## config.mk

```make
export PLATFORM = sky130hd
export DESIGN_NAME = multi_wait_unit
export DESIGN_NICKNAME = d
export VERILOG_FILES = /design/src/rtl/wait_pkg.sv /design/src/rtl/wait_channel.sv /design/src/rtl/multi_wait_unit.sv
export SDC_FILE = /design/constraint.sdc
export NUM_CORES = 1
export LEC_CHECK = 0
export CAP_MARGIN = 10
export CORE_MARGIN = 2
export CORE_UTILIZATION = 45
export CTS_CLUSTER_SIZE = 25
export DETAILED_ROUTE_END_ITERATION = 16
export PLACE_DENSITY = 0.87
export REMOVE_ABC_BUFFERS = 1
export SKIP_CTS_REPAIR_TIMING = 1
export SYNTH_ARGS = -nofsm -noshare
export SYNTH_HDL_FRONTEND = slang
export SYNTH_SLANG_ARGS = --single-unit
```

## constraint.sdc

```tcl
create_clock -name clk -period 4.3 [get_ports clk]
set_clock_uncertainty 0.2 [all_clocks]
set_input_delay 0.86 -clock clk [delete_from_list [all_inputs] [get_ports clk]]
set_output_delay 0.86 -clock clk [all_outputs]
set_load 0.005 [all_outputs]
```

## src/rtl/wait_pkg.sv

```systemverilog
// Shared types and default sizing for the multi-channel wait unit.
package wait_pkg;

    typedef enum logic {
        WAIT_IDLE = 1'b0,
        WAIT_BUSY = 1'b1
    } wait_state_t;

    localparam int WAIT_NUM_CH_DEF = 4;
    localparam int WAIT_TMO_W_DEF  = 8;
    localparam int WAIT_CNT_W_DEF  = 16;

endpackage

```

## src/rtl/wait_channel.sv

```systemverilog
// One wait channel: IDLE/WAIT FSM with registered done pulse and, when
// WAIT_TIMEOUT_EN is defined, a down-counting timeout with timed_out pulse.
module wait_channel
    import wait_pkg::*;
#(
    parameter int TMO_W = WAIT_TMO_W_DEF
) (
    input  logic             i_clk,
    input  logic             i_rst_n,
    input  logic             i_arm,
    input  logic             i_cond,
    input  logic [TMO_W-1:0] i_tmo_val,
    output logic             o_busy,
    output logic             o_done,
    output logic             o_timed_out
);

    wait_state_t r_state, w_state_nxt;
    logic        r_done, w_done_nxt;

`ifdef WAIT_TIMEOUT_EN
    logic [TMO_W-1:0] r_tmo_cnt, w_tmo_nxt;
    logic             r_timed_out, w_timed_out_nxt;
`else
    logic w_tmo_unused;
    assign w_tmo_unused = ^i_tmo_val;
`endif

    always_ff @(posedge i_clk) begin
        if (!i_rst_n) begin
            r_state     <= WAIT_IDLE;
            r_done      <= 1'b0;
`ifdef WAIT_TIMEOUT_EN
            r_tmo_cnt   <= '0;
            r_timed_out <= 1'b0;
`endif
        end else begin
            r_state     <= w_state_nxt;
            r_done      <= w_done_nxt;
`ifdef WAIT_TIMEOUT_EN
            r_tmo_cnt   <= w_tmo_nxt;
            r_timed_out <= w_timed_out_nxt;
`endif
        end
    end

    // cond is tested before the counter so done wins on the expiry cycle
    always_comb begin
        w_state_nxt     = r_state;
        w_done_nxt      = 1'b0;
`ifdef WAIT_TIMEOUT_EN
        w_tmo_nxt       = r_tmo_cnt;
        w_timed_out_nxt = 1'b0;
`endif
        case (r_state)
            WAIT_IDLE: begin
                if (i_arm) begin
                    if (i_cond) begin
                        w_done_nxt = 1'b1;
                    end else begin
                        w_state_nxt = WAIT_BUSY;
`ifdef WAIT_TIMEOUT_EN
                        w_tmo_nxt   = i_tmo_val;
`endif
                    end
                end
            end
            WAIT_BUSY: begin
                if (i_cond) begin
                    w_done_nxt  = 1'b1;
                    w_state_nxt = WAIT_IDLE;
`ifdef WAIT_TIMEOUT_EN
                    w_tmo_nxt   = '0;
                end else if (r_tmo_cnt == TMO_W'(1)) begin
                    w_timed_out_nxt = 1'b1;
                    w_state_nxt     = WAIT_IDLE;
                    w_tmo_nxt       = '0;
                end else if (r_tmo_cnt != '0) begin
                    w_tmo_nxt = r_tmo_cnt - TMO_W'(1);
`endif
                end
            end
            default: w_state_nxt = WAIT_IDLE;
        endcase
    end

    assign o_busy = (r_state == WAIT_BUSY);
    assign o_done = r_done;
`ifdef WAIT_TIMEOUT_EN
    assign o_timed_out = r_timed_out;
`else
    assign o_timed_out = 1'b0;
`endif

endmodule

```

## src/rtl/multi_wait_unit.sv

```systemverilog
// NUM_CH independent wait channels plus a saturating completion counter.
// Timeout support is compiled in only when WAIT_TIMEOUT_EN is defined.
module multi_wait_unit
    import wait_pkg::*;
#(
    parameter int NUM_CH = WAIT_NUM_CH_DEF,
    parameter int TMO_W  = WAIT_TMO_W_DEF,
    parameter int CNT_W  = WAIT_CNT_W_DEF
) (
    input  logic              clk,
    input  logic              rst_n,
    input  logic [NUM_CH-1:0] arm,
    input  logic [NUM_CH-1:0] cond,
    input  logic [TMO_W-1:0]  tmo_val,
    input  logic              cnt_clr,
    output logic [NUM_CH-1:0] busy,
    output logic [NUM_CH-1:0] done,
    output logic [NUM_CH-1:0] timed_out,
    output logic [CNT_W-1:0]  done_cnt
);

    localparam int POP_W = $clog2(NUM_CH + 1);

    logic [POP_W-1:0] w_done_pop;
    logic [CNT_W:0]   w_cnt_sum;
    logic [CNT_W-1:0] r_done_cnt;

    for (genvar g = 0; g < NUM_CH; g++) begin : g_ch
        wait_channel #(
            .TMO_W(TMO_W)
        ) u_ch (
            .i_clk      (clk),
            .i_rst_n    (rst_n),
            .i_arm      (arm[g]),
            .i_cond     (cond[g]),
            .i_tmo_val  (tmo_val),
            .o_busy     (busy[g]),
            .o_done     (done[g]),
            .o_timed_out(timed_out[g])
        );
    end

    // One extra sum bit detects overflow; at most NUM_CH is added per cycle
    assign w_done_pop = POP_W'($countones(done));
    assign w_cnt_sum  = {1'b0, r_done_cnt} + (CNT_W + 1)'(w_done_pop);

    always_ff @(posedge clk) begin
        if (!rst_n || cnt_clr) begin
            r_done_cnt <= '0;
        end else if (w_cnt_sum[CNT_W]) begin
            r_done_cnt <= '1;
        end else begin
            r_done_cnt <= w_cnt_sum[CNT_W-1:0];
        end
    end

    assign done_cnt = r_done_cnt;

endmodule

```

== Yosys cells after proc, flatten, opt, wreduce, memory -nomap -nowiden ==
Cells that the tools add are included.
Cells by class
  mux-type cells: 25
  $add $sub $neg: 4
  reduce and logical (&&, ||, !) cells: 2
  bitwise gates (word level): 4
Operators by type and width (number)
  $add A16 B3 Y17: 1
  $mux W1: 16
  $mux W16: 1
  $pmux W1 S2: 8
  $add A1 B1 Y2: 2
  $not A1 Y1: 4
  $add A2 B2 Y3: 1
  $logic_not A1 Y1: 1
  $logic_or A1 B1 Y1: 1
Word-level totals
  output and inout port bits: 28
  input port bits: 19
  register bits: 24
  logic and storage cells: 44

== Depth between registers and ports, before layout ==
Gate-level depths: netlist (run 1).
  depth in word-level cells: 4
  mapped depth: 10

== By module ==
From an unflattened synthesis (run 1), not the netlist that was laid out.
Unflattened totals
  cell total of the unflattened synthesis: 122
  area, all modules: 1157.4 um^2
Modules (own cells, without submodules)
  multi_wait_unit: area an instance 872.1 um^2, cells an instance 90, sequential area each 320.3 um^2, instances 1
  wait_channel: area an instance 71.3 um^2, cells an instance 8, sequential area each 40.0 um^2, instances 4

== Worst setup path after synthesis (run 1) ==
OpenSTA, ideal clock, no wires.
  path type: register to register
  start: register r_done_cnt[0], in the netlist done_cnt[0]
  end: register r_done_cnt[13], in the netlist done_cnt[13]
  path slack: 1.547 ns
  setup time: 0.074 ns
  cell stages (with the launch flop): 11
  data required time: 4.026 ns
  data arrival time: 2.479 ns
  cell sequence: dfxtp_1 fa_1 inv_1 fa_1 inv_1 fa_1 nand4_1 nor4_2 nand3_1 buf_2 a31oi_1
On the way
  word-level cells in the longest chain between the ends: 2
RTL lines
  from (decl): RTL line multi_wait_unit.sv:26  | logic [CNT_W-1:0] r_done_cnt;
  from (signal assigned): RTL line multi_wait_unit.sv:53  | r_done_cnt <= w_cnt_sum[CNT_W-1:0];
  $add A16 B3 Y17: RTL line multi_wait_unit.sv:45  | assign w_cnt_sum = {1'b0, r_done_cnt} + (CNT_W + 1)'(w_done_pop);
  $mux W16: RTL line multi_wait_unit.sv:50  | end else if (w_cnt_sum[CNT_W]) begin
Every way passes these cells.
A chain may end at the register's enable or synchronous reset.

== Worst setup path after layout (run 1) ==
  start: register r_done_cnt[0], in the netlist done_cnt[0]
  end: register r_done_cnt[11], in the netlist done_cnt[11]
Same word-level chain as after synthesis.

==> results_dict.tcl, run 1 <==
set metrics [dict create \
    min_from "done_cnt[15]" \
    crit_top_cell "fa_1" \
    htreeDepth 1 \
    arrival_ps 3280 \
    antenna_found_initial 0 \
    ant_nets 0 \
    ys_ff_latch 24 \
    crit_path_start "done_cnt[0]" \
    ir_drop_mv 0.172 \
    drive_gt1_share_pct 5.30 \
    status "completed" \
    max_stage_delay_ps 540 \
    path_max_fanout 13 \
    syn_avg_cell_area_sq_um 9.01 \
    yosysWarnings 0 \
    required_ps 4340 \
    maxCapViolCount 0 \
    period_share_pct 75.3 \
    cts-buffers-inserted 3 \
    tns_ps 0 \
    worstHoldPathCells 2 \
    die-area_sq_um 2940 \
    drt-initial-drc-count 18 \
    wl_met3_um 251 \
    cts_buffer_depth 2 \
    ys_types 37 \
    area_growth_syn_to_layout_pct 27.2 \
    drc_errors 0 \
    synth_edf_count 0 \
    grt_pass1_vias 933 \
    io_pins 47 \
    gr-total-overflow 0 \
    r2r_start "done_cnt[0]" \
    avgViaCountPerCell 5.37 \
    synth_commonest_cells "dfxtp_1, buf_4, a21oi_1, inv_1, nor2_1" \
    r2r_cells 9 \
    grt_pass1_wl_um 3880 \
    wl_met1_um 890 \
    cts_num_sinks 24 \
    leakage_uw 0.000521 \
    yosys-top-cells-area "dfxtp_1, buf_4, fa_1, a21oi_1, xor2_1" \
    cpMaxStageDelayCell "fa_1" \
    place_hpwl_um 1810 \
    grt_max_degree 17 \
    syn_inst 126 \
    die_w_um 54.2 \
    ys_seq_area_share_pct 42.3 \
    nets 176 \
    topRoutingLayerUsed "met4" \
    max_slew_margin_pct 59.4 \
    synth.most_common_cell "dfxtp_1" \
    finalSetupViolations 0 \
    worstPathCellList "fa_1 -> inv_1 -> fa_1 -> inv_1 -> fa_1 -> nand4_1 -> nor4_2 -> nand3_1 -> a31oi_1" \
    wl_per_cell_um 12.9 \
    start_kind "register" \
    rsz0062_at_grt "false" \
    crit_type "reg2reg" \
    vias 972 \
    hold_violations 0 \
    async_flop_share_pct 0 \
    cts_tree "built" \
    powerDensity_nw_per_um2 253 \
    wl_met2_um 1140 \
    gp_congestion 0.829 \
    fillers 244 \
    fmax_ghz 0.309 \
    drt_pre_antenna_iters 4 \
    die_height_um 54.2 \
    multi_input_area_sq_um 522 \
    clk_pin_slew_worst_paths_ps 120 \
    worst_slew_pin_slew_ps 609 \
    period_needed_ps 3240 \
    core_sq_um 2430 \
    seqCellArea_sq_um 480 \
    synth_area_leader_cell "dfxtp_1" \
    port_buffers 34 \
    hp-class "reg2reg" \
    start_util_pct 46.7 \
    endpoint_kind "register" \
    clkLatencyLatePin_ps 310 \
    cts_root_buffer "clkbuf_4" \
    drt-total-wl_um 2330 \
    antennaDiodeCount 0 \
    synthesis.area_sq_um 1130 \
    synth_top_area_share_pct 42.3 \
    grt_usage_pct 18.6 \
    hold_ws_ps 335 \
    ys.flop_type "dfxtp_1" \
    drv_slew 0 \
    rows 18 \
]
-- cells by family after synthesis --
group / after synthesis / synth area share (%)
mux: 2 / 1.76
compound gates: 27 / 14.0
simple gates: 35 / 17.1
buf+inv: 26 / 12.7
fa+ha+maj: 4 / 6.39
other cells: 1 / 0.330
flops: 24 / 42.3
xor+xnor: 7 / 5.40
-- power by group --
group	internal, uW	switching, uW	total (uW)
sequential	227	3.38	231
clock	32.8	64.3	97.2
combinational	21.8	15.1	36.9
total	282	82.8	365
-- sequential cells by signal, indices dropped and copies added (netlist names) --
signal / cells
g_ch.u_ch.o_done: 4
g_ch.u_ch.o_busy: 4
done_cnt: 16
-- per-layer routing --
layer | vias up | GRT usage [%]
met4 | 0 | 9.17
met3 | 5 | 6.56
met5 | - | 0
met2 | 53 | 31.9
met1 | 447 | 20.2
li1 | 467 | -
-- cell type report --
| type | count | area share [%] |
|---|---|---|
| clock buffer | 3 | 1.56 |
| inverter | 11 | 2.86 |
| multi-input combinational | 79 | 36.1 |
| sequential | 24 | 33.3 |
| tap | 30 | 2.60 |
| timing repair buffer | 34 | 23.6 |
-- cells in the final DEF, fill, tap and decap left out, types with 2 or more instances in the layout --
cell,count
a21oi_1,11
clkbuf_4,3
o21ai_0,7
mux2i_1,2
clkdlybuf4s50_1,34
nor2_1,10
conb_1,4
nand2_1,5
fa_1,3
inv_1,11
nand3_1,5
nand4_1,2
a31oi_1,2
or3_1,2
dfxtp_1,24
xor2_1,6
-- final timing paths --
| kind | endpoint | slack, ps |
|---|---|---|
| setup / recovery | done_cnt[11] | 1060 |
| setup reg to reg | done_cnt[11] | 1060 |
| hold reg to reg | done_cnt[15] | 340 |
| hold / removal | done_cnt[15] | 340 |
-- worst max-delay path, delay by kind of cell (launching register included) --
kind,cells,cell delay [ps]
simple gates,3,1010
fa+ha+maj,3,1180
compound gates,1,270
flops,1,350
buf+inv,2,130
-- metrics by stage --
| step | std cells | instance area [sq um] | power, uW | worst slack (ps) | util, % |
|---|---|---|---|---|---|
| global placement | 178 | 1420 | 271 | 1180 | 58.4 |
| floorplan | 114 | 1040 | 249 | 1490 | - |
| detailed placement | 178 | 1420 | 273 | 1050 | 58.4 |
| finish | 181 | 1440 | 365 | 1060 | 59.4 |
| global route | 181 | 1440 | 386 | 777 | 59.4 |
| CTS | 181 | 1440 | 372 | 1030 | 59.4 |
(Power assumes the default switching activity.)
==> run 2, diff against run 1 <==
--- a/config.mk
+++ b/config.mk
@@ -7,10 +7,10 @@
 export LEC_CHECK = 0
 export CAP_MARGIN = 10
 export CORE_MARGIN = 2
-export CORE_UTILIZATION = 45
+export CORE_UTILIZATION = 38
 export CTS_CLUSTER_SIZE = 25
 export DETAILED_ROUTE_END_ITERATION = 16
-export PLACE_DENSITY = 0.87
+export PLACE_DENSITY = 0.78
 export REMOVE_ABC_BUFFERS = 1
 export SKIP_CTS_REPAIR_TIMING = 1
 export SYNTH_ARGS = -nofsm -noshare
==> constraint.sdc (replaced) <==
create_clock -name clk -period 2.9 [get_ports clk]
set_clock_uncertainty 0.2 [all_clocks]
set_input_delay 0.58 -clock clk [delete_from_list [all_inputs] [get_ports clk]]
set_output_delay 0.58 -clock clk [all_outputs]
set_load 0.005 [all_outputs]
==> run 2 against run 1 <==
Effect of this change:
- the flow now finishes with violations (design-rule violations)
- global-route usage is 4.0 points lower
- clock-buffer cell count unchanged
- flip-flop and latch count stayed put
- register-to-register slack worse by 950 ps
- critical path type unchanged
==> results_dict.tcl, run 2 (synthesis gave the netlist of run 1 again) <==
set metrics [dict create \
    status "finished, violations left" \
    violations "design-rule violations" \
    period_share_pct 96.3 \
    endpoint_kind "register" \
    wl_per_cell_um 12.9 \
    r2r-end "done_cnt[0]" \
    rows 19 \
    r2r_cells 10 \
    nets 182 \
    ir_drop_mv 0.360 \
    path_max_fanout 7 \
    die_w_um 58.7 \
    pwr-share-clk_pct 38.0 \
    core_sq_um 2810 \
    grt_pass1_wl_um 3840 \
    die_height_um 58.7 \
    gr-total-overflow 0 \
    cts_root_buffer "clkbuf_4" \
    multi_input_area_sq_um 541 \
    die-area_sq_um 3440 \
    final_cells 189 \
    drt_pre_antenna_iters 10 \
    drt-initial-drc-count 30 \
    maxCapViolCount 0 \
    required_ps 2940 \
    hold_violations 0 \
    fmax_ghz 0.358 \
    finalSetupViolations 0 \
    p_int_uw 511 \
    ant_nets 0 \
    leakage_uw 0.000577 \
    drc_errors 2 \
    cts_tree "built" \
    area_growth_syn_to_layout_pct 36.1 \
    start_util_pct 40.5 \
    seqCellArea_sq_um 482 \
    r2r_setup_slack_ps 110 \
    crit_type "reg2reg" \
    clk_pin_slew_worst_paths_ps 130 \
    drv_slew 0 \
    htreeDepth 1 \
    port_buffers 34 \
    drive_gt1_share_pct 12.7 \
    layout_common_cells "clkdlybuf4s50_1, dfxtp_1, a21oi_1" \
    grt_usage_pct 14.6 \
    worst_slew_pin_slew_ps 626 \
    drt-total-wl_um 2430 \
    final_util_pct 55.0 \
    final_common_cell "clkdlybuf4s50_1" \
    avgViaCountPerCell 5.21 \
    place_hpwl_um 1780 \
    period_needed_ps 2790 \
    vias 985 \
    largest_reg_flops 16 \
    place_ws_ps -60.2 \
    crit_end "done_cnt[0]" \
    io_pins 47 \
    grt_max_degree 17 \
    crit_path_start "done_cnt[0]" \
    cts-buffers-inserted 3 \
    gp_congestion 0.792 \
    max_slew_margin_pct 58.3 \
    fillers 241 \
    clkLatencyLatePin_ps 320 \
    cts_buffer_depth 2 \
    setup_slack_ps 107 \
    powerDensity_nw_per_um2 417 \
    arrival_ps 2840 \
    sw_frac_of_total_pct 20.7 \
    pwr-share-comb_pct 8.8 \
    start_kind "register" \
    hp-class "reg2reg" \
    place_inst 182 \
    r2r_start "done_cnt[0]" \
    switching_power_uw 133 \
    antenna_found_initial 0 \
    cts_num_sinks 24 \
    pwr-share-seq_pct 53.2 \
    grt_pass1_vias 882 \
    antennaDiodeCount 0 \
    power_uw 644 \
]
[run 2: power groups by stage]
stage               Combinational, uW  Sequential, uW  Clock (uW)
floorplan                        19.9             350           0
global route                     63.5             344         256
detailed placement               56.3             349           0
global placement                 53.8             349           0
finish                           56.5             343         244
CTS                              56.1             343         248
[run 2: area by class of cell]
class	count	share of cell area (%)
multi-input cells	79	35.0
flip-flops and latches	24	31.2
repair buffers	40	25.2
inverters	11	2.67
well taps	31	2.51
clock inverters	1	1.94
clock buffers	3	1.46
[run 2: per-stage QoR]
step | hold WS [ps] | area, sq um | setup TNS (ps)
global route | 390 | 1540 | -49.0
global placement | 305 | 1450 | 0
floorplan | 296 | 1040 | 0
finish | 351 | 1540 | 0
detailed placement | 317 | 1450 | -510
CTS | 357 | 1500 | -1140
[run 2: layer usage]
layer / share of wire (%) / GRT usage (%) / up-vias
li1: - / - / 482
met1: 40 / 16.1 / 459
met2: 50 / 24.9 / 39
met3: 9.7 / 7.03 / 5
met4: 0.86 / 4.55 / 0
met5: 0 / 0 / -
[run 2: worst min path at each step]
stage / slack [ps] / cells after the start / endpoint / startpoint
after global routing: 390 / 2 / done_cnt[11] / done_cnt[11]
after CTS: 360 / 2 / done_cnt[11] / done_cnt[11]
after global placement: 310 / 2 / done_cnt[11] / done_cnt[11]
after floorplan: 300 / 2 / done_cnt[15] / done_cnt[15]
after detailed placement: 320 / 2 / g_ch[1].u_ch.o_done / g_ch[1].u_ch.o_busy
final: 350 / 2 / g_ch[1].u_ch.o_done / g_ch[1].u_ch.o_busy
[run 2: worst max-delay path, stage by stage (launching register included)]
cell	delay (ps)
dfxtp_2	360
fa_1	540
inv_1	50
fa_2	350
inv_2	70
fa_2	210
nand4_1	200
nor4_4	280
nand3_2	160
buf_6	160
a21oi_1	140
